File: src/rtl/rv32i_lsu_pkg.sv
// Shared types and helpers for the RV32I load/store unit.
package rv32i_lsu_pkg;

    typedef enum logic [1:0] {
        BYTE   = 2'b00,
        HALF   = 2'b01,
        WORD   = 2'b10,
        DOUBLE = 2'b11
    } width_e;

    typedef enum logic [2:0] {
        IDLE,
        BEAT0,
        BEAT1,
        WAIT,
        RESP
    } lsu_state_e;

    // Byte-lane mask for one access of the given width, lane 0 aligned.
    // 16 bits covers the 2*NB lane window for XLEN=64; callers truncate.
    function automatic logic [15:0] size_mask(input width_e w);
        case (w)
            BYTE:    return 16'h0001;
            HALF:    return 16'h0003;
            WORD:    return 16'h000F;
            default: return 16'h00FF;
        endcase
    endfunction

endpackage

File: src/rtl/rv32i_lsu_lane_align.sv
// Lane alignment for the load/store unit: positions store data and byte
// enables across a two-word lane window, and merges/shifts/extends the two
// read words of a load back into a right-aligned result.
module rv32i_lsu_lane_align
    import rv32i_lsu_pkg::*;
#(
    parameter  int unsigned XLEN = 32,
    localparam int unsigned NB   = XLEN / 8,
    localparam int unsigned OFS  = $clog2(NB)
) (
    input  width_e              width,
    input  logic                is_unsigned,
    input  logic [OFS-1:0]      off,
    input  logic [XLEN-1:0]     wdata,
    input  logic [XLEN-1:0]     lo,
    input  logic [XLEN-1:0]     hi,
    output logic [2*NB-1:0]     be2,
    output logic [2*XLEN-1:0]   wdata2,
    output logic [XLEN-1:0]     rdata
);

    logic [XLEN-1:0] merged;
    logic [XLEN-1:0] keep;
    logic            sign;
    int unsigned     nbits;

    // Store side: shift mask and data into the two-word window by the byte offset
    always_comb begin
        be2    = (2*NB)'(size_mask(width)) << off;
        wdata2 = {{XLEN{1'b0}}, wdata} << {off, 3'b000};
    end

    // Load side: bring the addressed bytes down to lane 0, then extend
    always_comb begin
        merged = XLEN'({hi, lo} >> {off, 3'b000});
        nbits  = 32'd8 << width;
        keep   = '1;
        if (nbits < XLEN) begin
            keep = (XLEN'(1) << nbits) - XLEN'(1);
        end
        case (width)
            BYTE:    sign = merged[7];
            HALF:    sign = merged[15];
            WORD:    sign = merged[31];
            default: sign = merged[XLEN-1];
        endcase
        sign  = sign & ~is_unsigned;
        rdata = (merged & keep) | ({XLEN{sign}} & ~keep);
    end

endmodule

File: src/rtl/rv32i_load_store_unit.sv
// Sequential load/store unit between the execute stage and a synchronous
// single-cycle-read RAM data port. Misaligned accesses that cross a RAM word
// are issued as two beats and merged on the way back.
module rv32i_load_store_unit
    import rv32i_lsu_pkg::*;
#(
    parameter  int unsigned XLEN        = 32,
    parameter  int unsigned RAM_AW      = 30,
    parameter  int unsigned MISALIGN_EN = 1,
    localparam int unsigned NB          = XLEN / 8,
    localparam int unsigned OFS         = $clog2(NB)
) (
    input  logic              clk,
    input  logic              reset,
    input  logic              req_valid,
    output logic              req_ready,
    input  logic              req_we,
    input  logic [1:0]        req_width,
    input  logic              req_unsigned,
    input  logic [31:0]       req_addr,
    input  logic [XLEN-1:0]   req_wdata,
    output logic              resp_valid,
    output logic              resp_err,
    output logic [XLEN-1:0]   resp_rdata,
    output logic [RAM_AW-1:0] ram_addr,
    output logic              ram_we,
    output logic [NB-1:0]     ram_be,
    output logic [XLEN-1:0]   ram_wdata,
    input  logic [XLEN-1:0]   ram_rdata
);

    localparam int unsigned ADDR_BITS = RAM_AW + OFS;

    lsu_state_e state, state_next;

    logic              we_q, uns_q, split_q, err_q;
    width_e            width_q;
    logic [RAM_AW-1:0] word_q;
    logic [OFS-1:0]    off_q;
    logic [XLEN-1:0]   wdata_q, lo_q, hi_q;

    logic              accept, req_split, req_fault;
    width_e            req_w;
    logic [31:0]       split_sum;

    logic [2*NB-1:0]   be2;
    logic [2*XLEN-1:0] wdata2;
    logic [XLEN-1:0]   load_data;

    rv32i_lsu_lane_align #(
        .XLEN (XLEN)
    ) u_align (
        .width       (width_q),
        .is_unsigned (uns_q),
        .off         (off_q),
        .wdata       (wdata_q),
        .lo          (lo_q),
        .hi          (hi_q),
        .be2         (be2),
        .wdata2      (wdata2),
        .rdata       (load_data)
    );

    // Request decode: does the incoming access cross a word, and must it fault
    always_comb begin
        req_w     = width_e'(req_width);
        accept    = req_valid && (state == IDLE);
        split_sum = 32'(req_addr[OFS-1:0]) + (32'd1 << req_width);
        req_split = split_sum > NB;
        req_fault = ((req_w == DOUBLE) && (XLEN == 32))
                 || (|(req_addr >> ADDR_BITS))
                 || (req_split && (MISALIGN_EN == 0));
    end

    // State register
    always_ff @(posedge clk) begin
        if (reset) begin
            state <= IDLE;
        end else begin
            state <= state_next;
        end
    end

    // Next-state logic
    always_comb begin
        state_next = state;
        unique case (state)
            IDLE:    if (accept) state_next = req_fault ? RESP : BEAT0;
            BEAT0:   state_next = split_q ? BEAT1 : (we_q ? RESP : WAIT);
            BEAT1:   state_next = we_q ? RESP : WAIT;
            WAIT:    state_next = RESP;
            RESP:    state_next = IDLE;
            default: state_next = IDLE;
        endcase
    end

    // Request latch and read-data capture (lo from beat 0, hi from beat 1)
    always_ff @(posedge clk) begin
        if (reset) begin
            we_q    <= 1'b0;
            uns_q   <= 1'b0;
            split_q <= 1'b0;
            err_q   <= 1'b0;
            width_q <= BYTE;
            word_q  <= '0;
            off_q   <= '0;
            wdata_q <= '0;
            lo_q    <= '0;
            hi_q    <= '0;
        end else begin
            if (accept) begin
                we_q    <= req_we;
                uns_q   <= req_unsigned;
                split_q <= req_split;
                err_q   <= req_fault;
                width_q <= req_w;
                word_q  <= RAM_AW'(req_addr >> OFS);
                off_q   <= req_addr[OFS-1:0];
                wdata_q <= req_wdata;
            end
            if ((state == BEAT1) && !we_q) begin
                lo_q <= ram_rdata;
            end
            if (state == WAIT) begin
                if (split_q) begin
                    hi_q <= ram_rdata;
                end else begin
                    lo_q <= ram_rdata;
                end
            end
        end
    end

    // Outputs decoded from state and the latched request
    always_comb begin
        req_ready  = (state == IDLE);
        resp_valid = (state == RESP);
        resp_err   = (state == RESP) && err_q;
        resp_rdata = '0;
        ram_addr   = '0;
        ram_we     = 1'b0;
        ram_be     = '0;
        ram_wdata  = '0;
        case (state)
            BEAT0: begin
                ram_addr = word_q;
                if (we_q) begin
                    ram_we    = 1'b1;
                    ram_be    = be2[NB-1:0];
                    ram_wdata = wdata2[XLEN-1:0];
                end
            end
            BEAT1: begin
                ram_addr = word_q + RAM_AW'(1);
                if (we_q) begin
                    ram_we    = 1'b1;
                    ram_be    = be2[2*NB-1:NB];
                    ram_wdata = wdata2[2*XLEN-1:XLEN];
                end
            end
            RESP: begin
                if (!err_q && !we_q) begin
                    resp_rdata = load_data;
                end
            end
            default: ;
        endcase
    end

endmodule

File: config.mk
export PLATFORM = sky130hd
export DESIGN_NAME = rv32i_load_store_unit
export DESIGN_NICKNAME = d
export VERILOG_FILES = /design/src/rtl/rv32i_lsu_pkg.sv /design/src/rtl/rv32i_lsu_lane_align.sv /design/src/rtl/rv32i_load_store_unit.sv
export SDC_FILE = /design/constraint.sdc
export NUM_CORES = 1
export LEC_CHECK = 0
export BUFFER_PORTS_ARGS = -buffer_cell sky130_fd_sc_hd__buf_4
export CAP_MARGIN = 20
export CORE_MARGIN = 3
export CORE_UTILIZATION = 45
export CTS_BUF_LIST = sky130_fd_sc_hd__clkbuf_8
export CTS_CLUSTER_DIAMETER = 100
export DETAILED_ROUTE_END_ITERATION = 12
export PLACE_DENSITY = 0.78
export SKIP_CTS_REPAIR_TIMING = 1
export SYNTH_ARGS = -nofsm -noshare
export SYNTH_HDL_FRONTEND = slang
export SYNTH_HIERARCHICAL = 1
export SYNTH_SLANG_ARGS = --single-unit
File: constraint.sdc
create_clock -name clk -period 3.86 [get_ports clk]
set_input_delay 0.386 -clock clk [delete_from_list [all_inputs] [get_ports clk]]
set_output_delay 0.386 -clock clk [all_outputs]
set_load 0.1 [all_outputs]
== Word-level counts from Yosys, hierarchy flattened ==
Index checks and enable logic that the tools add are counted.

* Magnitude comparators: 2
* Bitwise operators: 6
* Eq/ne operators: 8
* Shift-type cells: 6
* Reduce and logical (&&, ||, !) cells: 10
* Multiplexer cells: 22
* Add/subtract/negate cells: 3

{| class="wikitable"
|+ Operators with widths
! kind !! count
|-
| 2-to-1 mux 32 bit || 8
|-
| bitwise AND 32 bit || 2
|-
| one-hot mux 32 bit (2 select lines) || 1
|-
| left shift 32 x 5 -> 64 bit || 1
|-
| right shift 64 x 5 -> 32 bit || 1
|-
| one-hot mux 30 bit (2 select lines) || 1
|-
| adder 2 x 32 -> 32 bit || 1
|-
| > comparator 32 x 3 -> 1 bit (second input constant) || 1
|-
| less-than comparator 32 x 6 -> 1 bit (second input constant) || 1
|-
| inverter 32 bit || 1
|-
| OR 32 bit || 1
|-
| left shift 1 x 2 -> 32 bit (first input constant) || 1
|-
| left shift 1 x 32 -> 32 bit (first input constant) || 1
|-
| left shift 4 x 2 -> 32 bit (first input constant) || 1
|-
| subtractor 32 x 2 -> 32 bit (second input constant) || 1
|-
| adder 30 x 1 -> 30 bit (second input constant) || 1
|-
| one-hot mux 8 bit (3 select lines) || 1
|-
| 2-to-1 mux 3 bit || 4
|-
| one-hot mux 3 bit (4 select lines) || 1
|-
| 2-to-1 mux 4 bit || 2
|-
| one-hot mux 4 bit (2 select lines) || 1
|-
| left shift 8 x 2 -> 8 bit || 1
|-
| equality test 3 x 2 -> 1 bit (second input constant) || 2
|-
| equality test 2 bit (second input constant) || 2
|-
| other kinds (14) || 19
|}

* Input port bits: 103
* Bits in registers: 137

== Depth between registers and ports, before layout ==
Gate-level depths: netlist of run 1.

* Depth in word-level cells: 9
* Mapped depth: 10
* Gate-level depth less buffers: 8

== Modules after synthesis ==
The synthesis of run 1 kept the hierarchy.

{| class="wikitable"
|+ By module, submodules not included
! module !! cells each !! times used !! area each (µm²)
|-
| rv32i_load_store_unit || 888 || 1 || 6,571.3
|-
| rv32i_lsu_lane_align || 242 || 1 || 1,984.4
|}

== Worst setup path after synthesis of run 1 ==
OpenSTA, ideal clock, no wires.

* Kind: register -> output
* Start: register state[2]
* End: output ram_addr[23]
* Path slack: -848 ps
* Data required time: 3,474 ps
* Stages on the path, launching flop included: 7
* Buffers on the path: 4
* Data arrival time: 4,322 ps
* Path through: dfxtp_1 buf_4 or3b_1 buf_2 buf_6 buf_6 o41ai_1

* Word-level cells in the longest chain between the ends: 2

{| class="wikitable"
|+ RTL lines
! what !! line !! RTL
|-
| start, declared || rv32i_load_store_unit.sv:34 || <nowiki>lsu_state_e state, state_next;</nowiki>
|-
| start signal, assigned || rv32i_load_store_unit.sv:80 || <nowiki>state <= state_next;</nowiki>
|-
| equality test 3 x 2 -> 1 bit / equality test 3 x 1 -> 1 bit (equally long branches) || rv32i_load_store_unit.sv:144 || <nowiki>case (state)</nowiki>
|-
| one-hot mux 30 bit (2 select lines) (*) || rv32i_load_store_unit.sv:144 ||
|-
| end, declared || rv32i_load_store_unit.sv:25 || <nowiki>output logic [RAM_AW-1:0] ram_addr,</nowiki>
|}

Every way passes the cells marked *; elsewhere a longest branch is shown, timed or not.

== Worst setup path in the final report of run 1 ==
* Start: register width_q[0]
* End: output resp_rdata[15]

* Word-level cells in the longest chain between the ends: 9

{| class="wikitable"
|+ RTL lines
! what !! line !! RTL
|-
| start, declared || rv32i_load_store_unit.sv:37 || <nowiki>width_e width_q;</nowiki>
|-
| start signal, assigned || rv32i_load_store_unit.sv:116 || <nowiki>width_q <= req_w;</nowiki>
|-
| left shift 4 x 2 -> 32 bit || rv32i_lsu_lane_align.sv:36 || <nowiki>nbits = 32'd8 << width;</nowiki>
|-
| left shift 1 x 32 -> 32 bit || rv32i_lsu_lane_align.sv:39 || <nowiki>keep = (XLEN'(1) << nbits) - XLEN'(1);</nowiki>
|-
| subtractor 32 x 2 -> 32 bit || rv32i_lsu_lane_align.sv:39 ||
|-
| 2-to-1 mux 32 bit || rv32i_lsu_lane_align.sv:38 || <nowiki>if (nbits < XLEN) begin</nowiki>
|-
| inverter 32 bit || rv32i_lsu_lane_align.sv:48 || <nowiki>rdata = (merged & keep) | ({XLEN{sign}} & ~keep);</nowiki>
|-
| bitwise AND 32 bit || rv32i_lsu_lane_align.sv:48 ||
|-
| OR 32 bit (*) || rv32i_lsu_lane_align.sv:48 ||
|-
| via load_data[15] || rv32i_load_store_unit.sv:48 || <nowiki>logic [XLEN-1:0] load_data;</nowiki>
|-
| 2-to-1 mux 32 bit (*) || rv32i_load_store_unit.sv:162 || <nowiki>if (!err_q && !we_q) begin</nowiki>
|-
| 2-to-1 mux 32 bit (*) || rv32i_load_store_unit.sv:144 ||
|-
| end, declared || rv32i_load_store_unit.sv:24 || <nowiki>output logic [XLEN-1:0] resp_rdata,</nowiki>
|}

Mark *: on every way through the listed nets, which the timed path passes. The rest lies on a longest branch.

==> results of run 1 <==
## through the flow
| stage | power, mW | util | area (um2) | hold slack [ns] | setup slack (ns) |
|---|---|---|---|---|---|
| final | 3.70 | 0.560 | 10100 | 0.177 | 0.274 |
| after global routing | 3.89 | 0.560 | 10100 | 0.146 | 0.0500 |
| after CTS | 3.71 | 0.560 | 10100 | 0.151 | 0.264 |
| after detailed placement | 2.68 | 0.541 | 9750 | 0.451 | 0.803 |
| after global placement | 2.66 | 0.541 | 9750 | 0.441 | 0.890 |
| after floorplan | 2.40 | - | 8330 | 0.433 | 0.00886 |
## registers in the layout (all words and copies together), names as in the netlist
name and count:
width_q 2, split_q 1, uns_q 1, word_q 30
hi_q 24, off_q 2, we_q 1, err_q 1
lo_q 32, state 3, wdata_q 32
## area by class of cell
cell class	count	area [um2]	area share
Clock buffer	17	234	0.0232
Clock inverter	15	111	0.0110
Inverter	9	33.8	0.00335
Multi-Input combinational cell	859	5180	0.513
Sequential cell	129	2590	0.256
Tap cell	229	287	0.0284
Timing Repair Buffer	221	1660	0.164
## power by group
part | switching (mW) | total [mW] | internal [mW] | leakage (nW)
clock | 0.588 | 1.04 | 0.448 | 0.174
sequential | 0.150 | 1.58 | 1.43 | 1.05
combinational | 0.721 | 1.09 | 0.364 | 2.86
total | 1.46 | 3.70 | 2.24 | 4.09
## metal layers
layer | part of all wire | GRT usage | up-vias
li1 | - | - | 4087
met1 | 0.41 | 0.302 | 3927
met2 | 0.49 | 0.398 | 336
met3 | 0.084 | 0.0711 | 34
met4 | 0.020 | 0.0758 | 0
met5 | 0 | 0 | -
## worst max-delay path: stages, from the launching register on
cell and delay (ns):
dfxtp_1 0.46, nor2_2 0.44, inv_1 0.15, ha_1 0.23, nor3_1 0.39, nand3_2 0.33, a21oi_1 0.32, and2_1 0.17
buf_4 0.28
## final timing paths
kind / from / to / slack (ns) / cells after the start
min reg2reg: lo_q[5] / lo_q[5] / 0.46 / 2
max reg2reg: state[0] / word_q[20] / 1.50 / 5
min: req_addr[9] / word_q[7] / 0.18 / 3
max: width_q[0] / resp_rdata[15] / 0.27 / 8
==> flow_summary.ini, run 1 <==
[route]
ant_nets = 0
drt-initial-drc-count = 804
wl_um = 24900
routedWlPerCell_um = 16.9
drc = 0
via_per_inst = 5.67
num_vias = 8384
drt-pass1-iter-count = 5

[floorplanning]
die_y_um = 142
io-pin-count = 205
rows = 49
core_area_um2 = 18000
die_x_um = 142
dieArea_um2 = 20100
initial_utilization = 0.460

[worst_setup_path]
required_ns = 3.47
cp-start-kind = flip-flop
crit_fanout = 13
cp.arrival_ns = 3.20
critPathKind = flip-flop to output port
cp-end-kind = output port

[timing]
relSlewSlack = 0.278
hold_violations = 0
setup_viol = 0
slew_viol_final = 0
rsz0062_at_grt = no
worstMarginPinSlew_ns = 1.08
clock_skew_ns = 0.0139
tns_ns = 0
min_period_ns = 3.59
max_freq_ghz = 0.279
period_share = 0.929

[yosys]
syn_area_per_cell_um2 = 7.56
yosysWarnings = 6
syn-cell-area_um2 = 8300
synth_cells = 1098

[outcome]
status = finished, final reports clean

[run]
maxCapViolCount = 0

[place]
numPortBuffers = 204
place_inst = 1447
dp_hpwl_um = 17500
gp_congestion = 0.911

[cells_and_area]
layout_common_cells = nand2_1 (316), buf_4 (221), a21oi_1 (145)
fillers = 1671
fin_nets = 1345
drive_gt1_frac = 0.254
instances_no_fill = 1479
area_growth_syn_to_layout_pct = 21.7
mostFrequentLayoutCell = nand2_1
diodes = 0

[power_and_ir_drop]
p_leak_nw = 4.09
max-vdd-ir-drop_uv = 293
cellPowerDensity_nw_per_um2 = 366

[global_route]
grt_max_degree = 75
antenna_found_initial = 0
grt_first_pass_wirelength_um = 39600
overflow = 0
grt.total_usage = 0.241
grt_pass1_vias = 7840

[clock_tree]
insertion_delay_ns = 0.45
cts_made_buffers = 17
clk_pin_slew_ns = 0.08
htreeDepth = 4
cts_tree = yes
numClockSinks = 129
clockBufferDepth = 2
ctsRootBufferMaster = clkbuf_8

[min_path]
hold_class = input pin to flip-flop
(Power assumes the default switching activity.)
==> run 2: changes to the inputs <==
ABC_CLOCK_PERIOD_IN_PS = 3860   (was not set)
CORE_UTILIZATION = 40   (was 45)
PLACE_DENSITY = 0.72   (was 0.78)
==> run 2 against run 1 <==
Worst hold slack better by 0.0022 ns. First-iteration DRC count down 30%. Cell area up 1.3%. Die area up 12%. Clock power up 25%. Largest cell class unchanged. Utilization down 5.6 points. Wire length up 1.6%. Via count up 0.43%. Largest power group unchanged. Sequential power about the same.
==> flow_summary.ini, run 2 (synthesized netlist as in run 1, its figures left out) <==
[cells_and_area]
seqCellArea_um2 = 2590
fillers = 2012
diodes = 0
fin_area_um2 = 10200
layout_common_cells = nand2_1 (316), buf_4 (219), a21oi_1 (145)
fin_util = 0.504
mostFrequentLayoutCell = nand2_1
fin_nets = 1343
drive_gt1_frac = 0.253
reg_top3 = lo_q: 32 flops, wdata_q: 32 flops, word_q: 30 flops
instances_no_fill = 1518
area_growth_syn_to_layout_pct = 23.3
multi_input_area_um2 = 5190

[timing]
worstMarginPinSlew_ns = 1.09
hold_violations = 0
setup_viol = 0
timing.hold.ws_ns = 0.179
max_freq_ghz = 0.284
relSlewSlack = 0.273
period_share = 0.911
min_period_ns = 3.52
tns_ns = 0
setup_slack_ns = 0.344
rsz0062_at_grt = no
slew_viol_final = 0
clock_skew_ns = 0.0140

[worst_setup_path]
crit_chain = nor2b_1 > a22oi_1 > a32oi_4 > nand2_1 > and2_1 > buf_4
cp.arrival_ns = 3.13
critPathKind = flip-flop to output port
crit_family = compound AO/OA/AOI/OAI gates
required_ns = 3.47
crit_buf_inv = 1
cp_slowest_stage_delay_ns = 0.68
cp-start-kind = flip-flop
cp-end-kind = output port
cpMaxStageDelayCell = a32oi_4
crit_fanout = 33

[route]
wl_um = 25400
routed-wl-met2_um = 11900
met3RoutedLength_um = 2220
routedWlPerCell_um = 16.7
drt-pass1-iter-count = 7
ant_nets = 0
highest-signal-layer = met4
drc = 0
via_per_inst = 5.55
drt-initial-drc-count = 564
drt-met1-wl_um = 10900
num_vias = 8420

[clock_tree]
clk_pin_slew_ns = 0.09
ctsRootBufferMaster = clkbuf_8
insertion_delay_ns = 0.45
numClockSinks = 129
cts_tree = yes
cts_made_buffers = 17
htreeDepth = 4
clockBufferDepth = 2

[power_and_ir_drop]
total_power_mw = 3.96
cellPowerDensity_nw_per_um2 = 387
max-vdd-ir-drop_uv = 188
p_leak_nw = 4.12

[floorplanning]
io-pin-count = 205
initial_utilization = 0.409
rows = 52
die_y_um = 150
dieArea_um2 = 22500
die_x_um = 150
core_area_um2 = 20300

[place]
numPortBuffers = 204
place_inst = 1486
place_area_um2 = 9780
gp_congestion = 0.874
dp_hpwl_um = 17600
pre_cts_ws_ns = 0.806

[outcome]
status = finished, final reports clean

[global_route]
overflow = 0
grt.total_usage = 0.219
grt_first_pass_wirelength_um = 39900
grt_max_degree = 71
antenna_found_initial = 0
grt_pass1_vias = 7776

[min_path]
hold_class = input pin to flip-flop

[run]
maxCapViolCount = 0
-- run 2: cell count changes in the layout (fill, tap and decap cells not counted), moves of 2 or more --
cell,previous run,this run
buf_4,221,219
clkinv_2,3,0
bufinv_16,0,3
inv_8,0,2
inv_6,4,6
clkinv_4,4,1
-- run 2: path summary, 6_finish.rpt --
kind	startpoint	to	slack (ns)	cells past startpoint
worst max-delay path	off_q[0]	resp_rdata[17]	0.34	6
worst min-delay path	ram_rdata[27]	lo_q[27]	0.18	3
worst min register to register	lo_q[5]	lo_q[5]	0.46	2
worst max register to register	state[0]	wdata_q[17]	1.28	5
-- run 2: worst register-to-register path: stages, from the launching register on --
cell and delay (ns):
dfxtp_1 0.44, nor3_1 0.57, and2_2 0.70, buf_4 0.50, nand2_1 0.16, a21oi_1 0.13
-- run 2: metal layers --
metal  track usage  vias to the layer above
met2         0.355                      343
met5             0                        -
met3        0.0609                       28
met1         0.287                     3966
met4        0.0599                        0
li1              -                     4083
-- run 2: power breakdown --
| group | switching (mW) | total, mW | leakage (nW) | internal [mW] |
|---|---|---|---|---|
| clock network | 0.621 | 1.30 | 0.216 | 0.679 |
| registers | 0.138 | 1.56 | 1.05 | 1.43 |
| logic | 0.738 | 1.10 | 2.85 | 0.361 |
| total | 1.50 | 3.96 | 4.12 | 2.46 |
-- run 2: area by class of cell --
class	count	share of cell area
Clock buffer	18	0.0242
Clock inverter	14	0.0185
Inverter	9	0.00330
Multi-Input combinational cell	859	0.507
Sequential cell	129	0.253
Tap cell	270	0.0330
Timing Repair Buffer	219	0.161
